`config.mk`:
```
export PLATFORM = sky130hd
export DESIGN_NAME = itcm_loader
export DESIGN_NICKNAME = d
export VERILOG_FILES = /design/src/rtl/itcm_loader.sv
export SDC_FILE = /design/constraint.sdc
export NUM_CORES = 1
export LEC_CHECK = 0
export BUFFER_PORTS_ARGS = -buffer_cell sky130_fd_sc_hd__buf_2
export CORE_MARGIN = 2
export CORE_UTILIZATION = 35
export DETAILED_ROUTE_END_ITERATION = 10
export GPL_ROUTABILITY_DRIVEN = 0
export PLACE_DENSITY_LB_ADDON = 0.2
export SLEW_MARGIN = 25
export SYNTH_ARGS = -nofsm -noshare
export SYNTH_HDL_FRONTEND = slang
export SYNTH_SLANG_ARGS = --single-unit
```
`constraint.sdc`:
```
create_clock -name clk -period 5.1 [get_ports clk]
set_input_delay 1.02 -clock clk [delete_from_list [all_inputs] [get_ports clk]]
set_output_delay 1.02 -clock clk [all_outputs]
set_load 0.005 [all_outputs]
```
`src/rtl/itcm_loader.sv`:
```
// Boot loader: packs a little-endian byte stream into 64-bit ITCM writes, holds the core in reset until done.
// Optional feature macro: ITCM_LOADER_CHECKSUM_EN (32-bit wrap-around byte sum on load_sum).
module itcm_loader #(
    parameter int ITCM_SIZE = 16384,
    parameter int AW        = 11
) (
    input  logic          clk,
    input  logic          cpurst_n,
    input  logic          load_start,
    input  logic [14:0]   load_len,
    input  logic          s_valid,
    input  logic [7:0]    s_data,
    output logic          s_ready,
    output logic          busy,
    output logic          done,
    output logic          err,
    output logic [31:0]   load_sum,
    output logic          core_rst,
    input  logic          if_cs,
    input  logic [AW-1:0] if_addr,
    output logic          if_gnt,
    output logic          itcm_cs,
    output logic          itcm_we,
    output logic [7:0]    itcm_wem,
    output logic [AW-1:0] itcm_addr,
    output logic [63:0]   itcm_wdata
);

    localparam int RW = $clog2(ITCM_SIZE + 1);

    typedef enum logic [1:0] {IDLE, COLLECT, WRITE, FIN} state_t;

    state_t          state_q;
    logic [AW-1:0]   ptr_q;
    logic [2:0]      idx_q;
    logic [7:0]      wem_q;
    logic [63:0]     shadow_q;
    logic [RW-1:0]   rem_q;
    logic            s_ready_q;
    logic            busy_q;
    logic            done_q;
    logic            err_q;
    logic            core_rst_q;
    logic            ld_cs_q;
    logic            ld_we_q;
    logic [7:0]      ld_wem_q;
    logic [AW-1:0]   ld_addr_q;
    logic [63:0]     ld_wdata_q;

    logic [63:0]     shadow_d;
    logic [7:0]      wem_d;
    logic            too_long;
    logic [RW-1:0]   len_clamped;
    logic            accept;

    assign too_long    = 32'(load_len) > ITCM_SIZE;
    assign len_clamped = too_long ? RW'(ITCM_SIZE) : RW'(load_len);
    assign accept      = s_valid && s_ready_q;

    // Shadow word and mask as they will look once the current byte lands in lane idx_q.
    genvar gi;
    generate
        for (gi = 0; gi < 8; gi++) begin : g_lane
            assign shadow_d[gi*8 +: 8] = (idx_q == 3'(gi)) ? s_data : shadow_q[gi*8 +: 8];
            assign wem_d[gi]           = wem_q[gi] | (idx_q == 3'(gi));
        end
    endgenerate

    always_ff @(posedge clk) begin
        if (!cpurst_n) begin
            state_q    <= IDLE;
            ptr_q      <= '0;
            idx_q      <= '0;
            wem_q      <= '0;
            shadow_q   <= '0;
            rem_q      <= '0;
            s_ready_q  <= 1'b0;
            busy_q     <= 1'b0;
            done_q     <= 1'b0;
            err_q      <= 1'b0;
            core_rst_q <= 1'b1;
            ld_cs_q    <= 1'b0;
            ld_we_q    <= 1'b0;
            ld_wem_q   <= '0;
            ld_addr_q  <= '0;
            ld_wdata_q <= '0;
        end else begin
            ld_cs_q  <= 1'b0;
            ld_we_q  <= 1'b0;
            ld_wem_q <= '0;
            case (state_q)
                IDLE, FIN: begin
                    state_q <= IDLE;
                    // busy is low in both states, so a start is accepted here only.
                    if (load_start) begin
                        ptr_q <= '0;
                        idx_q <= '0;
                        wem_q <= '0;
                        rem_q <= len_clamped;
                        err_q <= too_long;
                        if (len_clamped == '0) begin
                            state_q    <= FIN;
                            done_q     <= 1'b1;
                            core_rst_q <= 1'b0;
                        end else begin
                            state_q    <= COLLECT;
                            busy_q     <= 1'b1;
                            s_ready_q  <= 1'b1;
                            done_q     <= 1'b0;
                            core_rst_q <= 1'b1;
                        end
                    end
                end
                COLLECT: begin
                    if (accept) begin
                        shadow_q <= shadow_d;
                        wem_q    <= wem_d;
                        idx_q    <= idx_q + 3'd1;
                        rem_q    <= rem_q - RW'(1);
                        if (idx_q == 3'd7 || rem_q == RW'(1)) begin
                            state_q    <= WRITE;
                            s_ready_q  <= 1'b0;
                            ld_cs_q    <= 1'b1;
                            ld_we_q    <= 1'b1;
                            ld_wem_q   <= wem_d;
                            ld_addr_q  <= ptr_q;
                            ld_wdata_q <= shadow_d;
                        end
                    end
                end
                WRITE: begin
                    ptr_q <= ptr_q + AW'(1);
                    idx_q <= '0;
                    wem_q <= '0;
                    if (rem_q == '0) begin
                        state_q    <= FIN;
                        busy_q     <= 1'b0;
                        done_q     <= 1'b1;
                        core_rst_q <= 1'b0;
                    end else begin
                        state_q   <= COLLECT;
                        s_ready_q <= 1'b1;
                    end
                end
                default: state_q <= IDLE;
            endcase
        end
    end

`ifdef ITCM_LOADER_CHECKSUM_EN
    logic [31:0] sum_q;

    always_ff @(posedge clk) begin
        if (!cpurst_n) begin
            sum_q <= '0;
        end else if ((state_q == IDLE || state_q == FIN) && load_start) begin
            sum_q <= '0;
        end else if (state_q == COLLECT && accept) begin
            sum_q <= sum_q + 32'(s_data);
        end
    end

    assign load_sum = sum_q;
`else
    assign load_sum = '0;
`endif

    assign s_ready  = s_ready_q;
    assign busy     = busy_q;
    assign done     = done_q;
    assign err      = err_q;
    assign core_rst = core_rst_q;

    // Fetch owns the port whenever no load is in flight.
    assign if_gnt     = !busy_q && if_cs;
    assign itcm_cs    = busy_q ? ld_cs_q   : if_cs;
    assign itcm_we    = busy_q ? ld_we_q   : 1'b0;
    assign itcm_wem   = busy_q ? ld_wem_q  : 8'h00;
    assign itcm_addr  = busy_q ? ld_addr_q : if_addr;
    assign itcm_wdata = ld_wdata_q;

endmodule

```
==> qor.csv, run 1 <==
stage,metric,value,unit
status,status,finished clean,
synth,ys async rst share,0,%
route,Initial DRT Pass Iterations,4,
power,Peak supply drop,0.000198,V
synth,"Distinct cells, synth",60,
power,pwr dens,389,mW/mm²
layout,fraction of layout cells with a size suffix above 1,16.8,%
cts,"CTS clk-pin slew, worst paths",70,ps
layout,Layout area overhead,14.1,%
floorplan,die area,0.0256,mm²
placed_design,area post-placement,0.00914,mm²
global_routing,first-pass GRT wire length,36.2,mm
timing,Peak Freq,341,MHz
setup_path,CP arrival,1910,ps
timing,final slew viol count,0,
worst_hold_path,Worst Hold Class,register to register,
floorplan,Core Area,0.0241,mm²
setup_path,critical path's top delay family,flip-flops,
global_routing,total gr overflow,0,
timing,final setup TNS,0,ps
timing,Final Critical Period,2930,ps
setup_path,Worst path max stage delay,920,ps
placed_design,detailed-placement wirelength estimate,14.8,mm
power,Leak,0.00352,µW
timing,Rel. slew slack,38.8,%
job,Max-Cap Viols,0,
layout,nets@finish,1163,
route,Residual DRC,0,
floorplan,Starting Density,35.3,%
timing,"Hold Vio Cnt, Final",0,
global_routing,initial antenna violation count,0,
synth,mean area per synthesized cell,8.17,µm²
synth,ys flop type,dfxtp_1,
synth,Mapped Area,0.00851,mm²
synth,post-synthesis sequential area ratio,45.2,%
setup_path,critical-path cell list,"nor2b_1, or2_2, buf_2",
route,Final ANT Viol Nets,0,
cts,CTS buffer count,17,
placed_design,IO Port Bufs,129,
cts,number of gates resized after cts,0,
setup_path,slowest cell on the critical path,dfxtp_1,
synth,number of flops mapped to enable cells by yosys,0,
floorplan,die width,160,µm
global_routing,pin count of the biggest net entering global routing,109,
layout,final instance area,0.00971,mm²
cts,# hold bufs at CTS,0,
setup_path,Crit Path Category,register to output pin,
timing,Least-Margin Pin Slew,917,ps
setup_path,Worst setup EP type,output pin,
synth,synthesized flop and latch total,192,
floorplan,Die Y-Extent,160,µm
cts,maximum buffer depth of the clock tree,2,
global_routing,number of global-route vias before repair,6663,
cts,H-tree levels,4,
route,via/cell ratio,4.99,
timing,Max Clock Skew,11.3,ps
cts,Root Buffer,clkbuf_16,
setup_path,critical path required time,4080,ps
cts,clock latency on the worst-skew pair,430,ps
route,via count of the routed design,7237,
route,WL final,22.6,mm
setup_path,"Max FO, Critical Path",23,
timing,Final Cycle Share,57.5,%
setup_path,Worst Setup Start Kind,register,
floorplan,io pins,162,
synth,cells after synthesis,1041,
global_routing,all-layer global routing usage,17.5,%
layout,number of antenna diodes,0,
route,WL/cell,15.6,µm
cts,CTS sink count,192,
setup_path,crit path buf inv count,1,
cts,postcts setup bufs,0,
floorplan,cell row count,57,
route,initial drt markers,442,
cts,CTS tree,built,
timing,Setup-failing EPs final,0,
synth,Synth Warn #,0,
layout,filler instances,2581,
timing,RSZ-0062 raised after global routing,false,
[cell usage after synthesis (3+ instances only)]
| cell type | n | area, µm² |
|---|---|---|
| o31ai_1 | 4 | 30.0 |
| ha_1 | 11 | 138 |
| or3_1 | 3 | 18.8 |
| a211oi_1 | 42 | 315 |
| o31a_1 | 3 | 26.3 |
| and3_1 | 5 | 31.3 |
| nor2b_1 | 4 | 25.0 |
| a31oi_1 | 3 | 18.8 |
| a311oi_1 | 24 | 210 |
| and2_1 | 17 | 106 |
| o21ai_0 | 13 | 65.1 |
| buf_4 | 33 | 248 |
| buf_1 | 12 | 45.0 |
| dfxtp_1 | 192 | 3840 |
| nor3b_1 | 4 | 30.0 |
| nor4_1 | 7 | 43.8 |
| inv_1 | 16 | 60.1 |
| mux2i_1 | 40 | 400 |
| a221o_1 | 3 | 30.0 |
| nor3_1 | 8 | 40.0 |
| xnor2_1 | 4 | 35.0 |
| clkbuf_1 | 51 | 191 |
| nor2_1 | 116 | 435 |
| a21o_1 | 3 | 22.5 |
| mux2_2 | 11 | 124 |
| a21oi_1 | 106 | 531 |
| nand2_1 | 204 | 766 |
| nand4_1 | 6 | 37.5 |
| a22oi_1 | 7 | 52.6 |
| buf_2 | 14 | 70.1 |
| nand3_1 | 37 | 185 |
| buf_6 | 4 | 45.0 |
| nand2b_1 | 3 | 18.8 |
[placed cells by master (no fill, tap or decap), types with 13 or more instances in the layout]
cell       count
dfxtp_1      192
a211oi_1      42
mux2i_1       40
buf_2        129
nor2_1       116
a21oi_1      106
o21ai_0       13
nand2_1      204
conb_1        32
and2_1        17
inv_1         15
a311oi_1      24
clkbuf_16     17
nand3_1       37
[metal layers]
| metal | part of all wire, % | GRT usage, % | up-vias |
|---|---|---|---|
| met5 | 0 | 0 | - |
| met4 | 1.7 | 6.67 | 0 |
| met2 | 46 | 28.3 | 184 |
| li1 | - | - | 3657 |
| met3 | 5.0 | 3.38 | 24 |
| met1 | 48 | 23.3 | 3372 |
[layout make-up]
cell class	count	area, µm²	share of cell area [%]
Timing Repair Buffer	136	702	7.23
Tap cell	324	405	4.17
Clock inverter	11	109	1.12
Multi-Input combinational cell	749	4130	42.5
Inverter	17	68.8	0.709
Sequential cell	192	3840	39.6
Clock buffer	20	457	4.70
[worst paths after layout]
| path | startpoint | end | slack, ps | cells after the start |
|---|---|---|---|---|
| worst max-delay path | busy | itcm_cs | 2170 | 3 |
| worst min-delay path | done | done | 440 | 2 |
| worst max register to register | idx_q[0] | ld_wem_q[5] | 2250 | 7 |
| worst min register to register | done | done | 440 | 2 |
[power by group]
group	leakage, µW	switching [µW]	internal, µW
sequential	0.00155	90.9	1570
combinational	0.00170	524	303
clock	0.000270	592	702
total	0.00352	1210	2570
[per-stage QoR]
step	utilization [%]	power (µW)	hold WS [ps]	setup slack, ps	std cells
global route	40.3	3980	469	1990	1449
CTS	40.3	3810	453	1990	1449
detailed placement	37.9	2510	442	2000	1418
finish	40.3	3780	445	2170	1449
floorplan	-	2290	433	2630	1072
global placement	37.9	2510	434	2120	1418
[logic make-up after synthesis]
kind of cell,after synthesis,synth area share [%]
fa+ha+maj,11,1.62
mux,52,6.34
xor+xnor,6,0.618
simple gates,426,21.8
flops,192,45.2
buf+inv,131,7.79
compound gates,222,16.7
other cells,1,0.0441
[state kept, by name, indices dropped and copies added (netlist names)]
register    cells
idx_q           3
ld_addr_q      11
done            1
s_ready         1
ld_we_q         1
err             1
core_rst        1
ptr_q          11
wem_q           8
itcm_wdata     64
busy            1
rem_q          15
shadow_q       64
state_q         2
ld_wem_q        8
[tightest hold or removal path, stage by stage (launching register included)]
cell	delay, ps
dfxtp_1	310
inv_1	40
a21oi_1	50
No activity file was read; power rests on OpenSTA's default activity.
==> run 2: changes to the inputs <==
==> constraint.sdc (replaced) <==
create_clock -name clk -period 2.5 [get_ports clk]
set_input_delay 0.5 -clock clk [delete_from_list [all_inputs] [get_ports clk]]
set_output_delay 0.5 -clock clk [all_outputs]
set_load 0.005 [all_outputs]
==> run 2 against run 1 <==
  * Cell count grew 1.6%
  * Power grew 110%
  * Clock power grew 120%
  * Worst setup slack lost 2000 ps
  * Sequential power grew 100%
  * Highest routed layer unchanged
  * Clock skew grew 1.2 ps
  * First-iteration DRC count shrank 15%
  * Worst hold slack lost 130 ps
  * Sequential share of layout area shrank 1.0 points
==> qor.csv, run 2 (synthesized netlist as in run 1, its figures left out) <==
stage,metric,value,unit,change
cts,clock latency on the worst-skew pair,430,ps,about the same
route,via/cell ratio,4.95,,-0.80%
timing,Setup-failing EPs final,0,,unchanged
timing,RSZ-0062 raised after global routing,false,,
layout,filler instances,2505,,-2.9%
status,status,finished clean,,
cts,# hold bufs at CTS,0,,unchanged
placed_design,IO Port Bufs,129,,unchanged
floorplan,die area,0.0256,mm²,unchanged
layout,footprint of the multi-input gates,0.00412,mm²,about the same
cts,number of gates resized after cts,0,,unchanged
cts,H-tree levels,4,,unchanged
floorplan,Die Y-Extent,160,µm,unchanged
setup_path,slack of the worst reg-to-reg path,310,ps,-1940 ps
setup_path,Crit Path Category,register to output pin,,
layout,most frequent cells in the layout,"204 x nand2_1, 192 x dfxtp_1, 129 x buf_2, 116 x nor2_1, 106 x a21oi_1",,
route,Initial DRT Pass Iterations,5,,+1
job,Max-Cap Viols,0,,unchanged
timing,Least-Margin Pin Slew,747,ps,-169 ps
floorplan,Starting Density,35.3,%,unchanged
setup_path,critical-path cell list,"buf_4, and2_1, buf_2",,
placed_design,DP Worst Slack,324,ps,-1680 ps
timing,setup slack after layout,189,ps,-1980 ps
timing,final slew viol count,0,,unchanged
floorplan,die width,160,µm,unchanged
timing,Rel. slew slack,50.1,%,+11 points
setup_path,Worst Setup Start Kind,register,,
setup_path,critical path startpoint,busy,,
timing,Final Critical Period,2310,ps,
timing,"Hold Vio Cnt, Final",0,,unchanged
power,sequential power share,42.2,%,-1.7 points
setup_path,CP Depth,3,,unchanged
setup_path,critical path's top delay family,flip-flops,,
power,combinational power share,22.5,%,+0.6 points
setup_path,depth of the most critical reg-to-reg path,7,,unchanged
floorplan,Core Area,0.0241,mm²,unchanged
timing,final setup TNS,0,ps,unchanged
cts,Root Buffer,clkbuf_16,,
placed_design,area post-placement,0.00937,mm²,+2.4%
global_routing,number of global-route vias before repair,6711,,+0.72%
setup_path,Reg2Reg Capture Point,rem_q[9],,
route,Residual DRC,0,,unchanged
layout,Layout area overhead,17.2,%,
floorplan,io pins,162,,unchanged
setup_path,critical register-to-register path startpoint,state_q[0],,
layout,fraction of layout cells with a size suffix above 1,18.3,%,+1.5 points
route,WL/cell,15.4,µm,-1.2%
route,via count of the routed design,7293,,+0.77%
layout,sequential cell area,0.00384,mm²,unchanged
power,sw frac,31.7,%,-0.25 points
global_routing,first-pass GRT wire length,36.2,mm,+0.19%
route,WL final,22.6,mm,+0.34%
layout,final instance area,0.00997,mm²,+2.7%
setup_path,Worst path max stage delay,800,ps,-120 ps
cts,maximum buffer depth of the clock tree,2,,unchanged
power,Clk network pwr share,35.3,%,+1.0 points
layout,number of antenna diodes,0,,unchanged
setup_path,CP arrival,1810,ps,-100 ps
cts,CTS sink count,192,,unchanged
setup_path,crit path to,itcm_wem[0],,
route,Final ANT Viol Nets,0,,unchanged
power,Peak supply drop,0.000406,V,+100%
timing,Max Clock Skew,12.5,ps,+1.17 ps
placed_design,detailed-placement wirelength estimate,15.2,mm,+2.9%
cts,"CTS clk-pin slew, worst paths",70,ps,about the same
power,pwr dens,800,mW/mm²,+110%
global_routing,initial antenna violation count,0,,unchanged
setup_path,"Max FO, Critical Path",19,,-17%
layout,"most common cell after layout, fill and taps aside",nand2_1,,
timing,Final Cycle Share,92.4,%,
worst_hold_path,min-delay src,load_len[11],,
power,Leak,0.00366,µW,+4.0%
layout,Final Util,41.4,%,+1.1 points
global_routing,all-layer global routing usage,17.6,%,+0.053 points
setup_path,Worst setup EP type,output pin,,
timing,Peak Freq,433,MHz,
global_routing,pin count of the biggest net entering global routing,62,,-43%
route,initial drt markers,376,,-15%
cts,CTS tree,built,,
layout,nets@finish,1185,,+1.9%
cts,CTS buffer count,17,,unchanged
power,internal power,5450,µW,+110%
cts,postcts setup bufs,0,,unchanged
worst_hold_path,Worst Hold Class,primary input to register,,
floorplan,cell row count,57,,unchanged
global_routing,total gr overflow,0,,unchanged
setup_path,critical path required time,2000,ps,-2080 ps
setup_path,slowest cell on the critical path,dfxtp_1,,
power,Net Switching,2530,µW,+110%
setup_path,crit path buf inv count,2,,+1
## run 2: power by group through the flow
stage,Sequential (µW),Combinational [µW],Clock (µW)
2_1_floorplan,3370,1300,0
3_3_place_gp,3440,1800,0
3_5_place_dp,3440,1790,0
4_1_cts,3370,1800,2890
5_1_grt,3390,1990,3000
6_report,3370,1790,2820
## run 2: worst min-delay path by stage
stage / endpoint / cells past startpoint / slack (ps)
floorplan: ld_addr_q[0] / 2 / 430
global placement: shadow_q[19] / 2 / 440
detailed placement: done / 2 / 440
CTS: rem_q[13] / 2 / 290
global route: rem_q[11] / 2 / 300
finish: rem_q[11] / 2 / 310
## run 2: worst reg2reg max path, delay by kind of cell, from the launching register on
family                     cells  cell delay, ps
and+or+nand+nor                3            1080
adders and majority gates      1             400
DFF                            1             360
AOI/OAI and AO/OA              2             240
buffers and inverters          1              50
## run 2: layout make-up
cell class | instances | area share, %
Multi-Input combinational cell | 749 | 41.3
Sequential cell | 192 | 38.5
Timing Repair Buffer | 158 | 9.28
Clock buffer | 21 | 4.62
Tap cell | 324 | 4.06
Clock inverter | 11 | 1.49
Inverter | 17 | 0.665
## run 2: through the flow
step           instances  power [µW]  hold WS (ps)
3_5_place_dp        1440        5230           443
5_1_grt             1472        8370           297
6_report            1472        7980           313
4_1_cts             1472        8050           287
2_1_floorplan       1072        4670           433
3_3_place_gp        1440        5230           441
## run 2: metal layers
| layer | global-route usage [%] | up-vias | share of wire, % |
|---|---|---|---|
| met5 | 0 | - | 0 |
| met4 | 5.69 | 0 | 2.0 |
| met3 | 3.74 | 32 | 4.7 |
| met2 | 28.3 | 193 | 46 |
| met1 | 23.6 | 3362 | 47 |
| li1 | - | 3706 | - |
==> run 3: changes to the inputs <==
--- a/config.mk
+++ b/config.mk
@@ -10,7 +10,7 @@
 export CORE_UTILIZATION = 35
 export DETAILED_ROUTE_END_ITERATION = 10
 export GPL_ROUTABILITY_DRIVEN = 0
-export PLACE_DENSITY_LB_ADDON = 0.2
+export PLACE_DENSITY = 0.66
 export SLEW_MARGIN = 25
 export SYNTH_ARGS = -nofsm -noshare
 export SYNTH_HDL_FRONTEND = slang
==> run 3 against run 2 <==
  * First-iteration DRC count up 19%
  * Critical path depth unchanged
  * Worst setup slack better by 34 ps
  * Core utilization about the same
  * Sequential share of layout area about the same
  * Register-to-register slack worse by 70 ps
  * Clock skew up 2.7 ps
  * Non-clock buffer count down 3
  * Clock power up 3%
  * Wire length down 3.6%
  * Combinational power down 3%
  * Clock-buffer cell count down 1
  * Largest cell class unchanged
==> qor.csv, run 3 (synthesized netlist as in run 1, its figures left out) <==
stage,metric,value,unit,change
route,WL/cell,14.9,µm,-3.4%
setup_path,CP Depth,3,,unchanged
status,status,finished clean,,
power,combinational power share,21.6,%,-0.9 points
power,Net Switching,2490,µW,-1.5%
floorplan,Die Y-Extent,160,µm,unchanged
floorplan,die width,160,µm,unchanged
setup_path,Worst path max stage delay,770,ps,-30 ps
cts,CTS sink count,192,,unchanged
cts,Root Buffer,clkbuf_16,,
layout,most frequent cells in the layout,"204 x nand2_1, 192 x dfxtp_1, 129 x buf_2, 116 x nor2_1, 106 x a21oi_1",,
setup_path,Crit Path Category,register to output pin,,
cts,H-tree levels,4,,unchanged
route,initial drt markers,447,,+19%
route,Residual DRC,0,,unchanged
route,Initial DRT Pass Iterations,5,,unchanged
layout,footprint of the multi-input gates,0.00413,mm²,+0.12%
power,pwr dens,803,mW/mm²,+0.45%
power,Peak supply drop,0.000379,V,-6.5%
floorplan,die area,0.0256,mm²,unchanged
setup_path,"Max FO, Critical Path",18,,-1
timing,"Hold Vio Cnt, Final",0,,unchanged
worst_hold_path,worst hold stages,2,,unchanged
floorplan,Core Area,0.0241,mm²,unchanged
cts,"CTS clk-pin slew, worst paths",70,ps,about the same
power,Clk network pwr share,36.3,%,+1.0 points
cts,CTS buffer count,17,,unchanged
setup_path,Worst setup EP type,output pin,,
timing,Max Clock Skew,15.2,ps,+2.66 ps
setup_path,critical path's top delay family,flip-flops,,
timing,Final Critical Period,2280,ps,-33.9 ps
worst_hold_path,min-delay src,load_len[13],,
worst_hold_path,Worst Hold Class,primary input to register,,
floorplan,cell row count,57,,unchanged
setup_path,crit path buf inv count,2,,unchanged
layout,Layout area overhead,17.2,%,about the same
route,WL final,21.8,mm,-3.6%
global_routing,all-layer global routing usage,17.0,%,-0.56 points
placed_design,area post-placement,0.00934,mm²,-0.24%
setup_path,slowest cell on the critical path,dfxtp_1,,
layout,"most common cell after layout, fill and taps aside",nand2_1,,
global_routing,pin count of the biggest net entering global routing,47,,-24%
layout,nets@finish,1182,,-0.25%
global_routing,number of global-route vias before repair,6631,,-1.2%
timing,Least-Margin Pin Slew,693,ps,-53.7 ps
timing,final setup TNS,0,ps,unchanged
global_routing,first-pass GRT wire length,35.5,mm,-1.9%
global_routing,initial antenna violation count,0,,unchanged
route,via count of the routed design,7271,,-0.30%
setup_path,depth of the most critical reg-to-reg path,8,,+1
cts,CTS tree,built,,
cts,postcts setup bufs,0,,unchanged
job,Max-Cap Viols,0,,unchanged
layout,number of antenna diodes,0,,unchanged
layout,filler instances,2462,,-1.7%
setup_path,CP arrival,1780,ps,-30 ps
setup_path,Worst Setup Start Kind,register,,
power,internal power,5520,µW,+1.3%
timing,Final Cycle Share,91.1,%,-1.4 points
layout,sequential cell area,0.00384,mm²,unchanged
layout,final instance area,0.00997,mm²,about the same
route,Final ANT Viol Nets,0,,unchanged
global_routing,total gr overflow,0,,unchanged
layout,fraction of layout cells with a size suffix above 1,18.3,%,-0.039 points
setup_path,critical-path cell list,"buf_4, and2_1, buf_2",,
route,via/cell ratio,4.95,,about the same
cts,# hold bufs at CTS,0,,unchanged
power,Final Power,8010,µW,+0.43%
timing,Setup-failing EPs final,0,,unchanged
setup_path,critical register-to-register path startpoint,state_q[1],,
floorplan,io pins,162,,unchanged
placed_design,detailed-placement wirelength estimate,15.0,mm,-1.4%
cts,maximum buffer depth of the clock tree,2,,unchanged
timing,final slew viol count,0,,unchanged
timing,Rel. slew slack,53.5,%,+3.3 points
layout,Final Util,41.4,%,about the same
power,Leak,0.00367,µW,+0.16%
power,sw frac,31.1,%,-0.61 points
placed_design,IO Port Bufs,129,,unchanged
timing,RSZ-0062 raised after global routing,false,,
setup_path,critical path startpoint,busy,,
setup_path,critical path required time,2000,ps,about the same
cts,clock latency on the worst-skew pair,430,ps,about the same
power,sequential power share,42.0,%,-0.2 points
floorplan,Starting Density,35.3,%,unchanged
timing,Peak Freq,439,MHz,+1.5%
## run 3: worst paths after layout
path,slack [ps],to
setup / recovery,220,itcm_wem[0]
hold / removal,290,rem_q[13]
setup reg to reg,240,rem_q[9]
hold reg to reg,450,ld_addr_q[6]
## run 3: power groups by stage
stage | Combinational [µW] | Clock (µW) | Sequential (µW)
finish | 1730 | 2910 | 3370
global route | 1950 | 3080 | 3390
CTS | 1710 | 2950 | 3360
detailed placement | 1700 | 0 | 3430
global placement | 1690 | 0 | 3430
floorplan | 1300 | 0 | 3370
## run 3: timing repair
action / CTS / global route
setup endpoints to repair: 0 / 1
endpoints found under the hold margin: 0 / 0
resized for setup: 0 / 1
## run 3: worst reg2reg max path, cell delays in order, from the launching register on
cell and delay (ps):
dfxtp_1 330, inv_1 60, ha_1 400, buf_4 260, and3_1 250, nand2_1 300, nor4_1 320, o22ai_1 120
a21oi_1 130
## run 3: final cells by class
class                           count  area share, %
Sequential cell                   192           38.5
Timing Repair Buffer              155           9.06
Clock inverter                     12           1.69
Multi-Input combinational cell    749           41.4
Inverter                           17          0.665
Clock buffer                       20           4.58
Tap cell                          324           4.06
## run 3: layer usage
layer	share of wire (%)	vias up	track usage [%]
met4	2.2	0	6.47
met1	48	3350	23.2
li1	-	3708	-
met3	3.5	31	2.52
met5	0	-	0
met2	47	182	27.4
## run 3: metrics by stage
step | hold slack (ps) | std cells | worst slack (ps)
detailed placement | 444 | 1437 | 280
global route | 310 | 1469 | 11.3
finish | 294 | 1469 | 223
floorplan | 433 | 1072 | 520
CTS | 277 | 1469 | 191
global placement | 434 | 1437 | 309
